## src/rtl/bus_pkg.sv

```systemverilog
// Shared definitions for the bus initiator: default bus widths and the
// transaction state encoding.
package bus_pkg;

  localparam int AW_DEFAULT = 16;
  localparam int DW_DEFAULT = 16;

  typedef enum logic [1:0] {
    IDLE,
    STROBE,
    WAIT,
    RESP
  } state_t;

endpackage

```

## src/rtl/bus_initiator.sv

```systemverilog
// Single-outstanding bus initiator: accepts one command, issues a one-cycle
// bus strobe, collects read data after RD_LAT cycles and holds the response.
module bus_initiator
  import bus_pkg::*;
#(
  parameter int AW     = AW_DEFAULT,
  parameter int DW     = DW_DEFAULT,
  parameter int RD_LAT = 1
) (
  input  logic          clk,
  input  logic          rst_n,
  input  logic          cmd_valid,
  output logic          cmd_ready,
  input  logic          cmd_wr,
  input  logic [AW-1:0] cmd_addr,
  input  logic [DW-1:0] cmd_wdata,
  output logic          rsp_valid,
  input  logic          rsp_ready,
  output logic [DW-1:0] rsp_rdata,
  output logic          rsp_wr,
  output logic [AW-1:0] baddr,
  output logic [DW-1:0] bwrdata,
  output logic          bwr,
  output logic          bstrobe,
  input  logic [DW-1:0] brddata,
  output logic          busy,
  output logic [15:0]   txn_count
);

  // WAIT is entered with RD_LAT-1 so that it lasts exactly RD_LAT cycles.
  localparam logic [3:0] WAIT_INIT = (RD_LAT == 0) ? 4'd0 : 4'(RD_LAT - 1);

  state_t          state_q, state_d;
  logic [3:0]      wait_q, wait_d;
  logic            ready_q;
  logic            bstrobe_d, bwr_d, rsp_valid_d, rsp_wr_d;
  logic [AW-1:0]   baddr_d;
  logic [DW-1:0]   bwrdata_d, rsp_rdata_d;
  logic [15:0]     txn_count_d;

  // ready_q keeps cmd_ready low until the first clock edge after reset release.
  assign cmd_ready = (state_q == IDLE) && ready_q;
  assign busy      = (state_q != IDLE);

  always_comb begin
    state_d     = state_q;
    wait_d      = wait_q;
    bstrobe_d   = 1'b0;
    bwr_d       = bwr;
    baddr_d     = baddr;
    bwrdata_d   = bwrdata;
    rsp_valid_d = rsp_valid;
    rsp_rdata_d = rsp_rdata;
    rsp_wr_d    = rsp_wr;
    txn_count_d = txn_count;
    case (state_q)
      IDLE: begin
        if (cmd_valid && cmd_ready) begin
          state_d   = STROBE;
          bstrobe_d = 1'b1;
          bwr_d     = cmd_wr;
          baddr_d   = cmd_addr;
          bwrdata_d = cmd_wdata;
        end
      end
      STROBE: begin
        // bwr still holds the captured command direction here.
        if (bwr) begin
          state_d     = RESP;
          rsp_valid_d = 1'b1;
          rsp_rdata_d = '0;
          rsp_wr_d    = 1'b1;
        end else if (RD_LAT == 0) begin
          state_d     = RESP;
          rsp_valid_d = 1'b1;
          rsp_rdata_d = brddata;
          rsp_wr_d    = 1'b0;
        end else begin
          state_d = WAIT;
          wait_d  = WAIT_INIT;
        end
      end
      WAIT: begin
        if (wait_q == 4'd0) begin
          state_d     = RESP;
          rsp_valid_d = 1'b1;
          rsp_rdata_d = brddata;
          rsp_wr_d    = 1'b0;
        end else begin
          wait_d = wait_q - 4'd1;
        end
      end
      RESP: begin
        if (rsp_ready) begin
          state_d     = IDLE;
          rsp_valid_d = 1'b0;
          bwr_d       = 1'b0;
          txn_count_d = txn_count + 16'd1;
        end
      end
      default: state_d = IDLE;
    endcase
  end

  always_ff @(posedge clk or negedge rst_n) begin
    if (!rst_n) begin
      state_q   <= IDLE;
      wait_q    <= 4'd0;
      ready_q   <= 1'b0;
      bstrobe   <= 1'b0;
      bwr       <= 1'b0;
      baddr     <= '0;
      bwrdata   <= '0;
      rsp_valid <= 1'b0;
      rsp_rdata <= '0;
      rsp_wr    <= 1'b0;
      txn_count <= 16'd0;
    end else begin
      state_q   <= state_d;
      wait_q    <= wait_d;
      ready_q   <= 1'b1;
      bstrobe   <= bstrobe_d;
      bwr       <= bwr_d;
      baddr     <= baddr_d;
      bwrdata   <= bwrdata_d;
      rsp_valid <= rsp_valid_d;
      rsp_rdata <= rsp_rdata_d;
      rsp_wr    <= rsp_wr_d;
      txn_count <= txn_count_d;
    end
  end

endmodule

```

## config.mk

```make
export PLATFORM = sky130hd
export DESIGN_NAME = bus_initiator
export DESIGN_NICKNAME = d
export VERILOG_FILES = /design/src/rtl/bus_pkg.sv /design/src/rtl/bus_initiator.sv
export SDC_FILE = /design/constraint.sdc
export NUM_CORES = 1
export LEC_CHECK = 0
export CORE_UTILIZATION = 35
export CTS_CLUSTER_DIAMETER = 80
export DETAILED_ROUTE_END_ITERATION = 8
export HOLD_SLACK_MARGIN = 0.1
export PLACE_DENSITY_LB_ADDON = 0.12
export SYNTH_ARGS = -nofsm -noshare
export SYNTH_HDL_FRONTEND = slang
export SYNTH_SLANG_ARGS = --single-unit
export TNS_END_PERCENT = 100
```

## constraint.sdc

```tcl
create_clock -name clk -period 1.8 [get_ports clk]
set_clock_uncertainty 0.1 [all_clocks]
set_input_delay 0.27 -clock clk [delete_from_list [all_inputs] [get_ports clk]]
set_output_delay 0.27 -clock clk [all_outputs]
set_load 0.02 [all_outputs]
```

* Word-level counts from Yosys, hierarchy flattened *
Index checks and enable logic that the tools add are counted.

word-level totals
  register bits = 75
  latch bits = 0
  RAM bits = 0
  bits in read-only memories = 0
  input port bits = 53
  output and inout port bits = 70
  logic and storage cells = 58
  memories kept = 0

cells by class
  $add $sub $neg = 2
  $mul = 0
  divide/modulo/power cells = 0
  order comparisons = 0
  equality and inequality tests = 9
  shift operators = 0
  multiplexer cells = 21
  bitwise gates (word level) = 0
  reductions and logical operators = 15

operator list
  operator                 count
  $mux W16                 2
  $pmux W16 S2             1
  $add A16 B1 Y16 const B  1
  $reduce_and A3 Y1        4
  $ne A2 B2 Y1 const B     5
  $mux W1                  8
  $mux W4                  2
  $pmux W2 S4              1
  $pmux W4 S2              1
  $mux W2                  3
  $reduce_bool A2 Y1       3
  $eq A2 B2 Y1 const B     2
  $logic_not A4 Y1         1
  $pmux W1 S2              2
  $reduce_and A2 Y1        2
  $reduce_and A4 Y1        1
  $sub A4 B1 Y4 const B    1
  $pmux W1 S3              1
  $reduce_bool A3 Y1       1
  $eq A2 B1 Y1 const B     1
  $logic_and A1 B1 Y1      2
  $logic_not A2 Y1         1
  $ne A2 B1 Y1 const B     1

* Longest topological paths before layout *
Gate-level depths: netlist of the first run.

  word-level depth = 5
  depth in mapped cells = 7
  mapped depth without buffers = 6

* Worst setup path before layout of the first run *
OpenSTA, ideal clock, no wires.

  kind = flip-flop to flip-flop
  start point = reg state_q[0]
  end point = reg baddr[0]
  arrival time = 1.763 ns
  path slack = -0.188 ns
  cell stages (with the launch flop) = 7
  buffers on the path = 1
  period minus slack after synthesis = 1.988 ns
  cells stage by stage = dfrtp_1 > inv_1 > ha_1 > inv_1 > nor2_1 > buf_2 > mux2_2

between the ends
  cells in the longest elaborated chain, start to end = 4

ends and longest elaborated chain
  item                             line                                      text
  from (decl)                      bus_initiator.sv:33                       state_t state_q, state_d;
  from (signal assigned)           bus_initiator.sv:119                      state_q <= state_d;
  $logic_not A2 Y1 (*)             bus_initiator.sv:42, bus_initiator.sv:56
  $logic_and A1 B1 Y1              bus_initiator.sv:42                       assign cmd_ready = (state_q == IDLE) && ready_q;
  $logic_and A1 B1 Y1              bus_initiator.sv:58                       if (cmd_valid && cmd_ready) begin
  $reduce_and A2 Y1 (no line) (*)  -
  to (signal assigned)             bus_initiator.sv:124                      baddr <= baddr_d;
  to (decl)                        bus_initiator.sv:21                       output logic [AW-1:0] baddr,

Every way passes the cells marked *; elsewhere a longest branch is shown, timed or not.
A chain may end at the register's enable or synchronous reset.

* Worst setup path after layout of the first run *
  start point = reg wait_q[1]
  end point = reg state_q[0]

between the ends
  cells in the longest elaborated chain, start to end = 3

ends and longest elaborated chain
  item                         line                  text
  from (decl)                  bus_initiator.sv:34   logic [3:0] wait_q, wait_d;
  from (signal assigned)       bus_initiator.sv:120  wait_q <= wait_d;
  $logic_not A4 Y1             bus_initiator.sv:84   if (wait_q == 4'd0) begin
  $ne A2 B2 Y1 (no line)       -
  $reduce_and A3 Y1 (no line)  -

Every way passes these cells.

==> results of run 1 <==
path summary, 6_finish.rpt:
path	end	from	slack (ns)	depth (start not counted)
worst min-delay path	bwrdata[12]$_DFFE_PN0P_	rst_n	0.24	2
max in group asynchronous	state_q[1]$_DFFE_PN0P_	rst_n	0.79	3
worst min register to register	rsp_rdata[3]$_DFFE_PN0P_	rsp_rdata[3]$_DFFE_PN0P_	0.38	2
min in group clk	rsp_rdata[1]$_DFFE_PN0P_	brddata[1]	0.38	3
worst max-delay path	state_q[0]$_DFFE_PN0P_	wait_q[1]$_DFFE_PN0P_	0.008	7
worst max register to register	state_q[0]$_DFFE_PN0P_	wait_q[1]$_DFFE_PN0P_	0.008	7
worst max-delay path, stage by stage, from the launching register on:
cell	delay (ns)
dfrtp_1	0.40
inv_2	0.08
ha_4	0.12
or3b_4	0.37
a222oi_1	0.25
buf_4	0.19
o21ai_2	0.05
a22oi_1	0.14
registers in the layout (all words and copies together) (netlist names):
name / flops
baddr: 16
bwrdata: 16
rsp_rdata: 16
txn_count: 16
wait_q: 4
state_q: 2
bstrobe: 1
bwr: 1
ready_q: 1
rsp_valid: 1
rsp_wr: 1
timing repair:
action | 4_1_cts | 5_1_grt
resized for setup | 16 | 21
hold buffers | 1 | 0
cloned | 0 | 1
endpoints found under the setup margin | 10 | 45
pin swaps | 0 | 3
setup buffers | 0 | 1
hold endpoints to repair | 75 | 0
cells by family after synthesis:
logic type               count (synthesis)  share of synthesized area [%]
flip-flops                              75                           59.5
AO/OA/AOI/OAI                           37                           7.06
buffers and inverters                   22                           2.77
adder cells (fa/ha/maj)                  7                           2.77
other                                    1                          0.119
XOR/XNOR                                15                           4.16
multiplexers                            35                           12.4
AND/OR/NAND/NOR                         76                           11.2
per-stage QoR:
step | power, uW | util (%) | hold slack [ns] | area [um^2]
after floorplan | 4460 | - | -0.126 | 3170
after global placement | 6200 | 53.7 | 0.0768 | 4680
after detailed placement | 6270 | 53.7 | 0.0779 | 4680
after CTS | 7860 | 56.5 | 0.244 | 4930
after global routing | 8450 | 57.6 | 0.248 | 5030
final | 7930 | 57.6 | 0.244 | 5030
cell usage in the layout (no fill, tap or decap), types with 2 or more instances in the layout:
| cell | n |
|---|---|
| xnor2_1 | 14 |
| clkbuf_8 | 10 |
| inv_2 | 3 |
| buf_12 | 4 |
| clkdlybuf4s50_1 | 109 |
| o21ai_0 | 22 |
| nand3_1 | 10 |
| nor2_1 | 2 |
| ha_1 | 2 |
| ha_2 | 4 |
| bufinv_16 | 3 |
| dfrtp_1 | 75 |
| or3_1 | 2 |
| and4_1 | 2 |
| nand2_1 | 44 |
| mux2_2 | 34 |
| dlygate4sd2_1 | 8 |
| buf_4 | 20 |
| nor4_1 | 2 |
| a22o_1 | 2 |
| dlymetal6s2s_1 | 2 |
| inv_1 | 9 |
| a21oi_1 | 2 |
| a22oi_1 | 2 |
| and3_1 | 2 |
| buf_2 | 2 |
| nand4_1 | 5 |
per-layer routing:
layer | vias to the layer above | track usage (%) | routed length [um]
met5 | - | 0 | 0
met3 | 10 | 4.48 | 459
met1 | 1204 | 20.5 | 3210
met4 | 0 | 8.27 | 165
met2 | 82 | 26.5 | 3490
li1 | 1222 | - | -
power by group through the flow:
stage / sequential [uW] / combinational (uW) / clock (uW)
final: 2600 / 3740 / 1600
after global routing: 2690 / 4030 / 1730
after CTS: 2600 / 3610 / 1650
after detailed placement: 2640 / 3630 / 0
after global placement: 2620 / 3580 / 0
after floorplan: 3300 / 1160 / 0
cell type report:
class                   count  area, um^2  area share, %
well taps                 108         135           2.69
clock inverters             6         111           2.22
inverters                  12        45.0          0.896
clock buffers              10         138           2.74
multi-input cells         171        1260           25.1
flip-flops and latches     75        1880           37.3
repair buffers            147        1460           29.1
==> flow_metrics.env, run 1 <==
export IMPL_outcome="complete, no violations"
export IMPL_path_max_fanout=4
export IMPL_clk_path_buf_depth=2
export IMPL_routed_wirelength_um=7320
export IMPL_synth_edf_count=0
export IMPL_p_leak_uw=0.00219
export IMPL_grt_max_degree=38
export IMPL_dp_hpwl_um=5150
export IMPL_synth_area_leaders="dfrtp_1 59%, mux2_2 12%, nand2_1 5.2%"
export IMPL_die_w_um=97.0
export IMPL_switchingPower_uw=2770
export IMPL_drt_vias_per_instance=4.76
export IMPL_finalCritPeriodShare_pct=99.6
export IMPL_dp_cells=510
export IMPL_cp_required_ns=1.95
export IMPL_syn_cell_area_um2=3160
export IMPL_layout_nets=476
export IMPL_die_y_um=97.0
export IMPL_syn_nets=328
export IMPL_track_usage_pct=16.5
export IMPL_wl_per_cell_um=13.8
export IMPL_drv_slew=0
export IMPL_diodes=0
export IMPL_rows=34
export IMPL_ys_types=35
export IMPL_post_place_ws_ns=-0.0269
export IMPL_yosysWarnings=0
export IMPL_power_density_nw_per_um2=1580
export IMPL_yosys_area_top_type_share_pct=59.5
export IMPL_nFillCells=741
export IMPL_start_kind="flip-flop"
export IMPL_hold_class="primary input to async pin"
export IMPL_crit_type="flip-flop to flip-flop"
export IMPL_final_setup_tns_ns=0
export IMPL_remaining_drc_errors=0
export IMPL_grt_setup_unrepaired="yes"
export IMPL_initial_core_util_pct=36.2
export IMPL_crit_path_end_kind="flip-flop"
export IMPL_grt_overflow_total=0
export IMPL_switching_share_pct=34.9
export IMPL_coreArea_um2=8720
export IMPL_ys_top_cells_by_count="75 x dfrtp_1, 44 x nand2_1, 34 x mux2_2"
export IMPL_insertion_delay_ns=0.34
export IMPL_maxCapViolations=0
export IMPL_ys_seq_area_share_pct=59.5
export IMPL_p_clk_share_pct=20.1
export IMPL_drt_initial_drc_count=52
export IMPL_synth_ff_type="dfrtp_1"
export IMPL_netlist_instances=268
export IMPL_drive_gt1_share_pct=22.1
export IMPL_netlist_top_cell_by_area="dfrtp_1"
export IMPL_ys_ff_latch=75
export IMPL_port_buffer_count=122
export IMPL_setup_violations=0
export IMPL_cts_sinks=75
export IMPL_grt_pass1_wl_um=12400
export IMPL_die_area_um2=9400
export IMPL_peakVddDrop_mv=0.784
export IMPL_antenna_found_initial=0
export IMPL_area_delta_synth_final_pct=59.3
export IMPL_synth_most_common_cell="dfrtp_1"
export IMPL_gp_congestion=0.770
export IMPL_fin_crit_ns=1.79
export IMPL_vias=2518
export IMPL_io_pin_count=123
export IMPL_fmax_mhz=558
export IMPL_drtAntennaViolNets=0
export IMPL_cp_data_arrival_time_ns=1.95
export IMPL_cts_htree_levels=3
export IMPL_numCtsBuffers=9
export IMPL_setup_ws_ns=0.00752
export IMPL_first_global_vias=2629
export IMPL_final_cell_count_no_fill=529
export IMPL_cts_root_buf="clkbuf_8"
export IMPL_power_frac_seq_pct=32.8
export IMPL_ys_async_sr_fraction_pct=100
export IMPL_dr_pass1_iters=4
export IMPL_hold_violations=0
export IMPL_p_comb_share_pct=47.1
export IMPL_avgSynthCellArea_um2=11.8
export IMPL_clk_pin_slew_ns=0.08
export IMPL_internal_power_uw=5160
export IMPL_cts_tree="yes"
No activity file was read; power rests on OpenSTA's default activity.
==> inputs of run 2 (changes only) <==
- CTS_CLUSTER_DIAMETER: 80 -> 150
==> results of run 2 <==
Same layout as run 1: the final DEF is identical, and so are final timing and power.
==> inputs of run 3 (changes only) <==
- SLEW_MARGIN: unset -> 5
==> results of run 3 <==
Same layout as run 1: the final DEF is identical, and so are final timing and power.
==> patch: new RTL, config.mk and constraints of run 2 <==
Change the parameter `RD_LAT` from 1 to 0. Comments in the files are not updated.
--- a/src/rtl/bus_initiator.sv
+++ b/src/rtl/bus_initiator.sv
@@ -5,7 +5,7 @@
 #(
   parameter int AW     = AW_DEFAULT,
   parameter int DW     = DW_DEFAULT,
-  parameter int RD_LAT = 1
+  parameter int RD_LAT = 0
 ) (
   input  logic          clk,
   input  logic          rst_n,
Formal check against the unedited RTL: not equivalent (a bounded check fails within 4 cycles, from zero or initial values and one cycle with rst_n low).
==> patch against run 2 <==
Count of clock-buffer cells in the layout increased by 1; sequential cell count unchanged; setup slack improved by 0.055 ns; wire length decreased by 9.0%; critical path depth decreased by 6; clock power decreased by 13%; via count decreased by 7.6%; synthesized area decreased by 1.4%; maximum frequency increased by 3.2%; power decreased by 5.4%; sequential share of layout area increased by 1.4 points; design area decreased by 3.6%; critical path type is now register to primary output; critical endpoint is now txn_count[7]; largest power group unchanged.
==> patch: results (changes against run 2) <==
Primary FF master, synth dfrtp_1; Inverters 7 (-5); vias per cell 4.61 (-3.2%); status complete, no violations; bufs w/o clock 140 (-4.8%); Clk pwr share 18.5% (-1.6 points); Total GRT Usage 14.9% (-1.6 points); met2 usage 25.1% (-1.4 points); Post-Route WL 6.66 mm (-9.0%); share of layout cells above drive strength 1 20.2% (-1.9 points); nets 451 (-5.3%); Arrival @ worst endpoint 1.37 ns (-0.58 ns); Reg2Reg Capture Point state_q[1]; cells after synthesis 250 (-6.7%); Data buffer area share 29.3% (+0.27 points); vias in the first global route 2239 (-15%); internal power 4900 uW (-5.0%); Inst Count DP 488 (-4.3%); sequential fraction of the synthesis area 60.3% (+0.86 points); slowest cell on the critical path clkdlybuf4s50_1; Crit. Startpoint txn_count[7]; gp weighted congestion 0.745 (-3.2%); number of clock buffers in the layout 11 (+1); CTS resizes 6 (-10); area of the multi-input gates 0.00118 sq mm (-6.7%); CP top delay family buffers and inverters; met2 WL post-DR 3.35 mm (-3.8%); Final min period 1.74 ns (-0.0555 ns); Mapped Nets 309 (-5.8%); crit-path max cell delay 0.62 ns (+0.22 ns); reg-to-reg slack, setup 0.09 ns (+0.08 ns); Crit Path Class register to primary output; Worst Setup EP txn_count[7]; synth cell count leaders dfrtp_1 (75), nand2_1 (44), mux2_2 (32), o21ai_0 (21), xnor2_1 (13); Max clock buf depth 2 (unchanged); Max rail drop VDD 704 uV (-10%); placed cell area 0.00458 sq mm (-2.2%); Metal-1 WL 2.81 mm (-12%); first-pass GRT wire length 10.3 mm (-17%); count of multi-input gates 159 (-7.0%); DPL Wire Length 4.73 mm (-8.1%); grt met3 use 4.58% (+0.10 points); DP Worst Slack 0.0167 ns (+0.0435 ns); Initial DRC Count 35 (-33%); via count 2326 (-7.6%); Pleak 0.00227 uW (+4.0%); Reg2Reg Depth 6 (-1); Worst R2R Start wait_q[0]; maximum number of pins on one net before global-route repair 49 (+29%); Area Growth Syn to Fin 55.7%; top cells by area, synth dfrtp_1 (60%), mux2_2 (12%), nand2_1 (5.3%), xnor2_1 (3.7%), o21ai_0 (3.4%); metal3 WL 399 um (-13%); ClkCell Share 4.31% (-0.64 points); # fillers 765 (+3.2%)
[patch: cell count changes in the layout (fill, tap and decap cells not counted), sizes merged, moves of 3 or more]
| cell | before | now |
|---|---|---|
| dlymetal6s2s | 2 | 8 |
| and3 | 2 | 6 |
| xor2 | 1 | 4 |
| inv | 13 | 7 |
| dlygate4sd2 | 8 | 1 |
| buf | 26 | 18 |
[patch: logic make-up after synthesis]
| logic type | after synthesis | share of synthesized area, % |
|---|---|---|
| compound gates | 26 | 4.54 |
| buf+inv | 16 | 2.94 |
| simple gates | 74 | 12.1 |
| xor+xnor | 17 | 4.78 |
| fa+ha+maj | 6 | 2.41 |
| other cells | 1 | 0.121 |
| mux | 35 | 12.7 |
| flops | 75 | 60.3 |
[patch: power by group through the flow]
stage	Combinational (uW)	Sequential (uW)	Clock, uW
6_report	3470	2650	1390
5_1_grt	3750	2730	1510
4_1_cts	3510	2660	1430
3_5_place_dp	3490	2690	0
3_3_place_gp	3440	2650	0
2_1_floorplan	977	3410	0
